**src/rtl/ft_telem_pkg.sv**
```systemverilog
// ft_telem_pkg: shared definitions for the FT telemetry stream multiplexer.
//   - default sync byte placed in the top byte of every header word
//   - state encoding for the framing/loopback controller
//   - header field widths and the packet-to-bus word count helper
package ft_telem_pkg;

    localparam logic [7:0]  SYNC_BYTE_DEF = 8'hA5;
    localparam int unsigned SEQ_W         = 4;
    localparam int unsigned CH_FIELD_W    = 4;

    typedef enum logic [1:0] {
        ST_IDLE    = 2'd0,
        ST_HDR     = 2'd1,
        ST_PAYLOAD = 2'd2,
        ST_LOOP    = 2'd3
    } state_e;

    // Number of bus words needed to carry one packet (ceiling division).
    function automatic int unsigned calc_words(input int unsigned pkt_w,
                                               input int unsigned bus_w);
        return (pkt_w + bus_w - 1) / bus_w;
    endfunction

endpackage

```
**src/rtl/ft_telem_stream_mux_rr_arbiter.sv**
```systemverilog
// rr_arbiter: round-robin arbiter.
//   clk, rst  : clock and synchronous active-high reset
//   req       : request vector
//   accept    : the current grant is taken this cycle; pointer moves to it
//   gnt       : one-hot grant (combinational)
//   gnt_idx   : index of the granted requester
//   gnt_any   : some requester is granted
// The search starts one above the last accepted index and wraps, so after
// reset (pointer = NUM_REQ-1) requester 0 has highest priority.
module rr_arbiter #(
    parameter  int unsigned NUM_REQ = 4,
    localparam int unsigned IDX_W   = (NUM_REQ > 1) ? $clog2(NUM_REQ) : 1
) (
    input  logic               clk,
    input  logic               rst,
    input  logic [NUM_REQ-1:0] req,
    input  logic               accept,
    output logic [NUM_REQ-1:0] gnt,
    output logic [IDX_W-1:0]   gnt_idx,
    output logic               gnt_any
);

    logic [IDX_W-1:0] ptr_q, ptr_d;
    int unsigned      idx;

    always_comb begin
        gnt     = '0;
        gnt_idx = '0;
        gnt_any = 1'b0;
        idx     = 0;
        for (int unsigned off = 1; off <= NUM_REQ; off++) begin
            idx = 32'(ptr_q) + off;
            if (idx >= NUM_REQ) begin
                idx = idx - NUM_REQ;
            end
            if (!gnt_any && req[idx]) begin
                gnt[idx] = 1'b1;
                gnt_idx  = IDX_W'(idx);
                gnt_any  = 1'b1;
            end
        end
    end

    always_comb begin
        ptr_d = ptr_q;
        if (accept && gnt_any) begin
            ptr_d = gnt_idx;
        end
    end

    always_ff @(posedge clk) begin
        if (rst) begin
            ptr_q <= IDX_W'(NUM_REQ - 1);
        end else begin
            ptr_q <= ptr_d;
        end
    end

endmodule

```
**src/rtl/ft_telem_stream_mux.sv**
```systemverilog
// ft_telem_stream_mux: round-robin telemetry packet framer onto the FT bus,
// with a run-time selectable legacy host loopback path.
//   clk_128M, rst_128M         : clock, synchronous active-high reset
//   mode                       : 0 = loopback, 1 = telemetry
//   in_data/in_valid/in_ready  : NUM_CH packet channels, one-hot accept pulse
//   ui_dout*/ui_dout_get       : host->FPGA side of the ft block
//   ui_din*/ui_din_full        : FPGA->host side of the ft block
//   pkt_count                  : telemetry packets fully sent (wraps)
//   busy                       : header or payload in flight
// Frame: one header {SYNC_BYTE, seq, ch} followed by WORDS payload words,
// MSB first, last word zero-padded in its low bits.
import ft_telem_pkg::*;

module ft_telem_stream_mux #(
    parameter int unsigned NUM_CH    = 4,
    parameter int unsigned PKT_W     = 88,
    parameter int unsigned BUS_W     = 16,
    parameter logic [7:0]  SYNC_BYTE = SYNC_BYTE_DEF
) (
    input  logic                    clk_128M,
    input  logic                    rst_128M,
    input  logic                    mode,
    input  logic [NUM_CH*PKT_W-1:0] in_data,
    input  logic [NUM_CH-1:0]       in_valid,
    output logic [NUM_CH-1:0]       in_ready,
    input  logic [BUS_W-1:0]        ui_dout,
    input  logic [BUS_W/8-1:0]      ui_dout_be,
    input  logic                    ui_dout_empty,
    output logic                    ui_dout_get,
    output logic [BUS_W-1:0]        ui_din,
    output logic [BUS_W/8-1:0]      ui_din_be,
    output logic                    ui_din_valid,
    input  logic                    ui_din_full,
    output logic [31:0]             pkt_count,
    output logic                    busy
);

    localparam int unsigned WORDS  = calc_words(PKT_W, BUS_W);
    localparam int unsigned SH_W   = WORDS * BUS_W;
    localparam int unsigned WCNT_W = (WORDS > 1) ? $clog2(WORDS) : 1;
    localparam int unsigned CH_W   = (NUM_CH > 1) ? $clog2(NUM_CH) : 1;

    state_e                  state_q, state_d;
    logic [SEQ_W-1:0]        seq_q, seq_d;
    logic [SEQ_W-1:0]        hdr_seq_q, hdr_seq_d;
    logic [CH_FIELD_W-1:0]   ch_q, ch_d;
    logic [SH_W-1:0]         sh_q, sh_d;
    logic [WCNT_W-1:0]       wcnt_q, wcnt_d;
    logic [31:0]             pkt_q, pkt_d;

    logic                    arb_en;
    logic [NUM_CH-1:0]       gnt;
    logic [CH_W-1:0]         gnt_idx;
    logic                    gnt_any;
    logic [PKT_W-1:0]        pkt_sel;
    logic [BUS_W-1:0]        hdr_word;
    logic                    consume;

    // Requests are masked outside telemetry IDLE and during reset, so a
    // grant always means the packet is accepted in this cycle.
    assign arb_en = (state_q == ST_IDLE) && mode && !rst_128M;

    rr_arbiter #(
        .NUM_REQ (NUM_CH)
    ) u_arb (
        .clk     (clk_128M),
        .rst     (rst_128M),
        .req     (in_valid & {NUM_CH{arb_en}}),
        .accept  (arb_en),
        .gnt     (gnt),
        .gnt_idx (gnt_idx),
        .gnt_any (gnt_any)
    );

    assign in_ready = gnt;

    always_comb begin
        pkt_sel = '0;
        for (int unsigned i = 0; i < NUM_CH; i++) begin
            if (gnt[i]) begin
                pkt_sel = in_data[i*PKT_W +: PKT_W];
            end
        end
    end

    always_comb begin
        hdr_word                 = '0;
        hdr_word[BUS_W-1 -: 8]   = SYNC_BYTE;
        hdr_word[7:0]            = {hdr_seq_q, ch_q};
    end

    // Bus outputs: framed words from registered state, or the legacy
    // combinational pass-through while in LOOP.
    always_comb begin
        ui_din       = '0;
        ui_din_be    = '0;
        ui_din_valid = 1'b0;
        ui_dout_get  = 1'b0;
        case (state_q)
            ST_HDR: begin
                ui_din_valid = 1'b1;
                ui_din       = hdr_word;
                ui_din_be    = '1;
            end
            ST_PAYLOAD: begin
                ui_din_valid = 1'b1;
                ui_din       = sh_q[SH_W-1 -: BUS_W];
                ui_din_be    = '1;
            end
            ST_LOOP: begin
                ui_dout_get  = !ui_din_full;
                ui_din_valid = !ui_dout_empty;
                ui_din       = ui_dout;
                ui_din_be    = ui_dout_be;
            end
            default: ;
        endcase
    end

    assign consume   = ui_din_valid && !ui_din_full;
    assign busy      = (state_q == ST_HDR) || (state_q == ST_PAYLOAD);
    assign pkt_count = pkt_q;

    always_comb begin
        state_d   = state_q;
        seq_d     = seq_q;
        hdr_seq_d = hdr_seq_q;
        ch_d      = ch_q;
        sh_d      = sh_q;
        wcnt_d    = wcnt_q;
        pkt_d     = pkt_q;
        case (state_q)
            ST_IDLE: begin
                if (!mode) begin
                    state_d = ST_LOOP;
                end else if (gnt_any) begin
                    state_d                = ST_HDR;
                    hdr_seq_d              = seq_q;
                    seq_d                  = seq_q + SEQ_W'(1);
                    ch_d                   = CH_FIELD_W'(gnt_idx);
                    sh_d                   = '0;
                    sh_d[SH_W-1 -: PKT_W]  = pkt_sel;
                end
            end
            ST_HDR: begin
                if (consume) begin
                    state_d = ST_PAYLOAD;
                    wcnt_d  = '0;
                end
            end
            ST_PAYLOAD: begin
                if (consume) begin
                    sh_d = sh_q << BUS_W;
                    if (wcnt_q == WCNT_W'(WORDS - 1)) begin
                        pkt_d   = pkt_q + 32'd1;
                        state_d = ST_IDLE;
                    end else begin
                        wcnt_d = wcnt_q + WCNT_W'(1);
                    end
                end
            end
            ST_LOOP: begin
                if (mode) begin
                    state_d = ST_IDLE;
                end
            end
            default: state_d = ST_IDLE;
        endcase
    end

    always_ff @(posedge clk_128M) begin
        if (rst_128M) begin
            state_q   <= ST_IDLE;
            seq_q     <= '0;
            hdr_seq_q <= '0;
            ch_q      <= '0;
            sh_q      <= '0;
            wcnt_q    <= '0;
            pkt_q     <= '0;
        end else begin
            state_q   <= state_d;
            seq_q     <= seq_d;
            hdr_seq_q <= hdr_seq_d;
            ch_q      <= ch_d;
            sh_q      <= sh_d;
            wcnt_q    <= wcnt_d;
            pkt_q     <= pkt_d;
        end
    end

endmodule

```
**config.mk**
```make
export PLATFORM = sky130hd
export DESIGN_NAME = ft_telem_stream_mux
export DESIGN_NICKNAME = d
export VERILOG_FILES = /design/src/rtl/ft_telem_pkg.sv /design/src/rtl/ft_telem_stream_mux_rr_arbiter.sv /design/src/rtl/ft_telem_stream_mux.sv
export SDC_FILE = /design/constraint.sdc
export NUM_CORES = 1
export LEC_CHECK = 0
export ABC_CLOCK_PERIOD_IN_PS = 4500
export BUFFER_PORTS_ARGS = -buffer_cell sky130_fd_sc_hd__buf_2
export CORE_UTILIZATION = 30
export DETAILED_ROUTE_END_ITERATION = 16
export PLACE_DENSITY_LB_ADDON = 0.08
export SKIP_CTS_REPAIR_TIMING = 1
export SYNTH_ARGS = -nofsm -noshare
export SYNTH_HDL_FRONTEND = slang
export SYNTH_HIERARCHICAL = 1
export SYNTH_SLANG_ARGS = --single-unit
```
**constraint.sdc**
```tcl
create_clock -name clk_128M -period 4.5 [get_ports clk_128M]
set_clock_uncertainty 0.05 [all_clocks]
set_input_delay 0.45 -clock clk_128M [delete_from_list [all_inputs] [get_ports clk_128M]]
set_output_delay 0.45 -clock clk_128M [all_outputs]
set_load 0.01 [all_outputs]
```
### Word-level counts from Yosys, hierarchy flattened

Index checks and enable logic that the tools add are counted.

* memories: 0
* output and inout port bits: 57
* bits in writable memories: 0
* register bits after elaboration: 145
* bits in latches: 0
* logic and storage cells: 129
* input bits: 379
* bits in read-only memories: 0

* $lt $le $gt $ge: 12
* mux-type cells: 55
* reductions and logical operators: 27
* eq/ne operators: 12
* bitwise operators: 4
* div/mod/pow operators: 0
* add/sub/neg operators: 11
* $mul: 0
* shift-type cells: 0

Operators with widths (number)
* 88-bit two-way mux: 4
* 96-bit two-way mux: 3
* 96-bit case mux with 2 select lines: 1
* 32-bit by 1-bit greater-or-equal comparator with 1-bit output (second input constant): 4
* 32-bit by 3-bit greater-or-equal comparator with 1-bit output (second input constant): 4
* 32-bit by 3-bit less-than comparator with 1-bit output (second input constant): 4
* 32-bit two-way mux: 4
* 32-bit by 3-bit subtractor with 32-bit output (second input constant): 4
* 16-bit case mux with 3 select lines: 1
* 32-bit by 1-bit adder with 32-bit output (second input constant): 1
* 2-bit two-way mux: 10
* 4-bit two-way mux: 4
* 1-bit two-way mux: 13
* 4-bit OR: 3
* 1-bit logical AND: 11
* 2-bit inequality test (second input constant): 5
* 3-bit two-way mux: 3
* 1-bit binary-select mux with 2-bit select: 4
* 1-bit demux with 2-bit select: 4
* 2-bit case mux with 4 select lines: 1
* 4-bit AND reduction: 2
* 2-bit by 2-bit adder with 3-bit output (second input constant): 2
* 1-bit logical NOT: 6
* 3-bit case mux with 2 select lines: 1
* other kinds (18): 22

### Logic depth before layout (Yosys ltp)

* depth after elaboration: 23
* gate-level depth with buffers: 21

### Modules after synthesis

Netlist, hierarchy kept.

Modules (own cells, without submodules)
* ft_telem_stream_mux: area an instance 8216.6 um^2, cells each 1036, times used 1, seq. area each 2702.6 um^2
* rr_arbiter: area an instance 581.8 um^2, cells each 70, times used 1, seq. area each 40.0 um^2

### Worst setup path after synthesis

No wires, ideal clock.

* kind: register to register
* start: reg state_q[1]
* end: reg sh_q[82]
* period minus slack after synthesis: 4251 ps
* setup time: 117 ps
* arrival: 4083 ps
* data required time: 4333 ps
* path slack: 249 ps
* buffers on the path: 6
* stages on the path, launching flop included: 22
* path through: dfxtp_1 -> inv_1 -> ha_1 -> buf_2 -> nand2_1 -> nor2_1 -> and2_1 -> clkbuf_1 -> mux4_1 -> and2b_1 -> a22o_1 -> mux2i_1 -> nand2_1 -> clkbuf_1 -> nor2b_1 -> clkbuf_1 -> buf_2 -> buf_1 -> a221o_1 -> o21ai_0 -> o21ai_0 -> a32o_1

RTL lines
* start: declaration: RTL line ft_telem_stream_mux.sv:43 `state_e state_q, state_d;`
* start signal: assignment: RTL line ft_telem_stream_mux.sv:181 `state_q <= state_d;`
* 2-bit logical NOT (*): RTL line ft_telem_stream_mux.sv:61 `assign arb_en = (state_q == ST_IDLE) && mode && !rst_128M;`
* 1-bit logical AND (*) (2 in a row): RTL line ft_telem_stream_mux.sv:61
* via arb_en: RTL line ft_telem_stream_mux.sv:51 `logic arb_en;`
* 4-bit AND (*): RTL line ft_telem_stream_mux.sv:68 `.req (in_valid & {NUM_CH{arb_en}}),`
* 1-bit binary-select mux with 2-bit select: RTL line ft_telem_stream_mux_rr_arbiter.sv:36 `if (!gnt_any && req[idx]) begin`
* 1-bit two-way mux (implied by the code): RTL line ft_telem_stream_mux_rr_arbiter.sv:36
* 1-bit two-way mux: RTL line ft_telem_stream_mux_rr_arbiter.sv:36
* 1-bit logical NOT: RTL line ft_telem_stream_mux_rr_arbiter.sv:36
* [... 5 more ...]
* 1-bit logical NOT: RTL line ft_telem_stream_mux_rr_arbiter.sv:36
* 1-bit logical AND: RTL line ft_telem_stream_mux_rr_arbiter.sv:36
* 4-bit two-way mux (*): RTL line ft_telem_stream_mux_rr_arbiter.sv:36
* via in_ready[1]: RTL line ft_telem_stream_mux.sv:25 `output logic [NUM_CH-1:0] in_ready,`
* 88-bit two-way mux (*) (3 in a row): RTL line ft_telem_stream_mux.sv:80 `if (gnt[i]) begin`
* 96-bit two-way mux (*): RTL line ft_telem_stream_mux.sv:136 `end else if (gnt_any) begin`
* 96-bit two-way mux (*): RTL line ft_telem_stream_mux.sv:134 `if (!mode) begin`
* 96-bit case mux with 2 select lines (*): RTL line ft_telem_stream_mux.sv:132 `case (state_q)`
* end signal: assignment: RTL line ft_telem_stream_mux.sv:177 `sh_q <= '0;`
* end signal: assignment: RTL line ft_telem_stream_mux.sv:185 `sh_q <= sh_d;`
* end: declaration: RTL line ft_telem_stream_mux.sv:47 `logic [SH_W-1:0] sh_q, sh_d;`

Mark *: on every way through the listed nets, which the timed path passes. The rest lies on a longest branch. The select of a mux whose other input is x is not followed.
A chain may end at the register's enable or synchronous reset.

### Worst setup path after layout

* start: reg state_q[0]
* end: out in_ready[1]

* longest elaborated chain between the ends: 16

Ends and longest elaborated chain (RTL line)
* 2-bit logical NOT (*): ft_telem_stream_mux.sv:61
* 1-bit logical AND (*) (2 in a row): ft_telem_stream_mux.sv:61
* via arb_en: ft_telem_stream_mux.sv:51
* 4-bit AND (*): ft_telem_stream_mux.sv:68
* 1-bit binary-select mux with 2-bit select: ft_telem_stream_mux_rr_arbiter.sv:36
* 1-bit two-way mux (implied by the code): ft_telem_stream_mux_rr_arbiter.sv:36
* 1-bit two-way mux: ft_telem_stream_mux_rr_arbiter.sv:36
* 1-bit logical NOT: ft_telem_stream_mux_rr_arbiter.sv:36
* 1-bit logical AND: ft_telem_stream_mux_rr_arbiter.sv:36
* 1-bit two-way mux: ft_telem_stream_mux_rr_arbiter.sv:36
* 1-bit logical NOT: ft_telem_stream_mux_rr_arbiter.sv:36
* 1-bit logical AND: ft_telem_stream_mux_rr_arbiter.sv:36
* 1-bit two-way mux: ft_telem_stream_mux_rr_arbiter.sv:36
* 1-bit logical NOT: ft_telem_stream_mux_rr_arbiter.sv:36
* 1-bit logical AND: ft_telem_stream_mux_rr_arbiter.sv:36
* 4-bit two-way mux (*): ft_telem_stream_mux_rr_arbiter.sv:36
* end: declaration: ft_telem_stream_mux.sv:25

Marked as above.

==> run summary <==
static leakage = 4.86 nW
Sum Neg Setup Slack = 0 ns
HP Start = in_data[268]
core area = 28800 µm²
WHS Path Cells = 5
PortBufs = 435
FF/Latch Area = 2740 µm²
VDD IR-drop max = 0.254 mV
clk sinks = 137
gr usage total = 23.9%
Rel. slew slack = 34.1%
Warnings, synthesis = 6
First DRT Iteration DRCs = 795
Tmin final = 4.14 ns
initial core utilization = 30.6%
area of the multi-input gates = 5590 µm²
Crit Reg-Reg Startpoint = state_q[0]
Synth-to-Final Area Change = 35.4%
Avg Synthesized Cell Area = 7.96 µm²
Slew @ Worst Pin = 0.989 ns
Reg-to-Reg End = sh_q[51]
reg2reg path depth = 16
post-synthesis cell count = 1106
ys flop type = dfxtp_1
critical path peak fanout = 90
most common cell after layout, fill and taps aside = buf_2
Power Dens Cells = 424 nW/µm²
Worst-Skew Late Latency = 0.43 ns
Min-Delay Path Class = primary input to register
outcome = complete, no violations
GPL Wtd Cong = 0.836
endpoints failing hold = 0
worst stage delay on the critical path = 0.42 ns
root buffer cell = clkbuf_16
synth unique cells = 53
#FFs+latches synth = 137
largest net degree at the start of global routing = 93
Final #Nets = 1866
Vias/cell = 5.45
fraction of layout cells with a size suffix above 1 = 34.5%
Avg WL per Cell = 19.6 µm
Setup crit start kind = register
fin util = 41.4%
Hold EP = sh_q[12]
Die X = 173 µm
Synth Cell Area = 8800 µm²
most frequent cells in the layout = buf_2 (435), o21ai_0 (152), dfxtp_1 (137), a21oi_1 (101), nor2_1 (88)
Congestion Overflow GR = 0
Post-synth EDFFs = 0
CP Capture Type = primary output
DR DRC count = 0
WS Path Type = register to primary output
num ports = 436
Die ar. = 30000 µm²
CTS Buffer Depth = 2
ys async rst share = 0%
Max H-tree Level = 4
worst path cell trace = inv_1 > ha_1 > nand2_1 > nor2_1 > and2_1 > or3b_1 > a2111oi_2 > or3b_4 > nand2_1 > nand2_4 > buf_12 > buf_2
final setup fails = 0
clock-pin slew on the worst setup and hold paths = 0.07 ns
CTS Buf Count = 17
sequential cell area fraction in the yosys report = 31.2%
first-pass GRT wire length = 56300 µm
Core Rows = 62
initial antenna violation count = 2
ANT nets after route = 0
CP Data Required Time = 4.00 ns
R2R Setup Slk = 0.39 ns
unrepaired setup endpoints after global routing = false
Vert. Die Dim = 173 µm
Achievable Freq = 0.242 GHz
DR pass1 iterations = 6
CP arrival = 3.64 ns
number of global-route vias before repair = 9904
critical path's slowest cell = a2111oi_2
max-cap violations = 0
final worst path period share = 92.0%
DP Wirelength = 26700 µm
syn nets = 1501
TritonCTS clock tree = done
via count = 10200
Final Max Slew Viols = 0
most used cell, CP = nand2_1
Filler Cell Count = 3038
Post-Route WL = 36600 µm
## layout make-up
type,count,area share [%]
Antenna cell,1,0.0210
Clock buffer,18,3.60
Clock inverter,14,1.40
Inverter,13,0.410
Multi-Input combinational cell,840,46.9
Sequential cell,137,23.0
Tap cell,384,4.03
Timing Repair Buffer,462,20.6
## registers in the layout (all words and copies together) (netlist names)
signal,flops
u_arb/ptr_q,2
hdr_seq_q,4
wcnt_q,3
state_q,2
sh_q,88
ch_q,2
pkt_count,32
seq_q,4
## per-layer routing
metal	global-route usage (%)	up-vias	part of all wire (%)
met5	0	-	0.035
met4	5.05	2	1.5
met3	3.66	31	4.7
met2	40.6	347	49
met1	31.9	4824	45
li1	-	4973	-
## cell usage after synthesis (all sizes together), types with 4 or more instances
library cell	instances	area, µm²
a21oi	101	505
a221o	71	711
a221oi	16	140
a222oi	6	60.1
a22o	5	43.8
a22oi	27	203
a32o	72	721
and2	5	31.3
and3	7	43.8
buf	30	156
clkbuf	86	323
dfxtp	137	2740
ha	16	200
inv	13	48.8
mux2i	8	80.1
nand2	61	229
nand2b	73	457
nand3	14	70.1
nand4	6	37.5
nor2	89	337
nor2b	4	25.0
nor3	10	50.1
nor4	8	50.1
o21ai	156	785
o31ai	18	135
or3	8	50.1
xnor2	21	184
xor2	5	43.8
## report_power, final
part           switching, mW  internal, mW  total, mW  leakage, nW
sequential            0.0982          1.34       1.44         1.11
clock                  0.609         0.832       1.44        0.282
combinational           1.31         0.864       2.17         3.47
## metrics by stage
step	total power, mW	cells	worst slack, ns	cell area, µm²	hold WS (ns)
finish	5.05	1869	0.360	11900	0.336
floorplan	2.83	1106	0.249	8800	0.383
detailed placement	3.66	1836	0.242	11300	0.398
CTS	5.12	1868	0.165	11900	0.318
global route	5.40	1869	0.0466	11900	0.335
global placement	3.65	1836	0.356	11300	0.390
## worst max-delay path by stage
stage / startpoint / end / slack [ns]
after detailed placement: state_q[0] / sh_q[95] / 0.24
after global placement: state_q[0] / sh_q[95] / 0.36
after CTS: state_q[0] / in_ready[2] / 0.16
final: state_q[0] / in_ready[1] / 0.36
after global routing: state_q[0] / sh_q[31] / 0.05
after floorplan: state_q[1] / sh_q[82] / 0.25
## worst max-delay path: cells and delay by family (launching register included)
family / cells / cell delay [ns]
DFF: 1 / 0.35
and+or+nand+nor: 7 / 1.52
AOI/OAI and AO/OA: 1 / 0.42
adders and majority gates: 1 / 0.18
buffers and inverters: 3 / 0.72
## logic make-up after synthesis
family                     share of synthesized area [%]
AOI/OAI and AO/OA                                   39.1
xor gates and xnor gates                            2.59
adders and majority gates                           2.28
buffers and inverters                               6.00
DFF                                                 31.2
muxes                                               1.64
and+or+nand+nor                                     17.2
(Power assumes the default switching activity.)
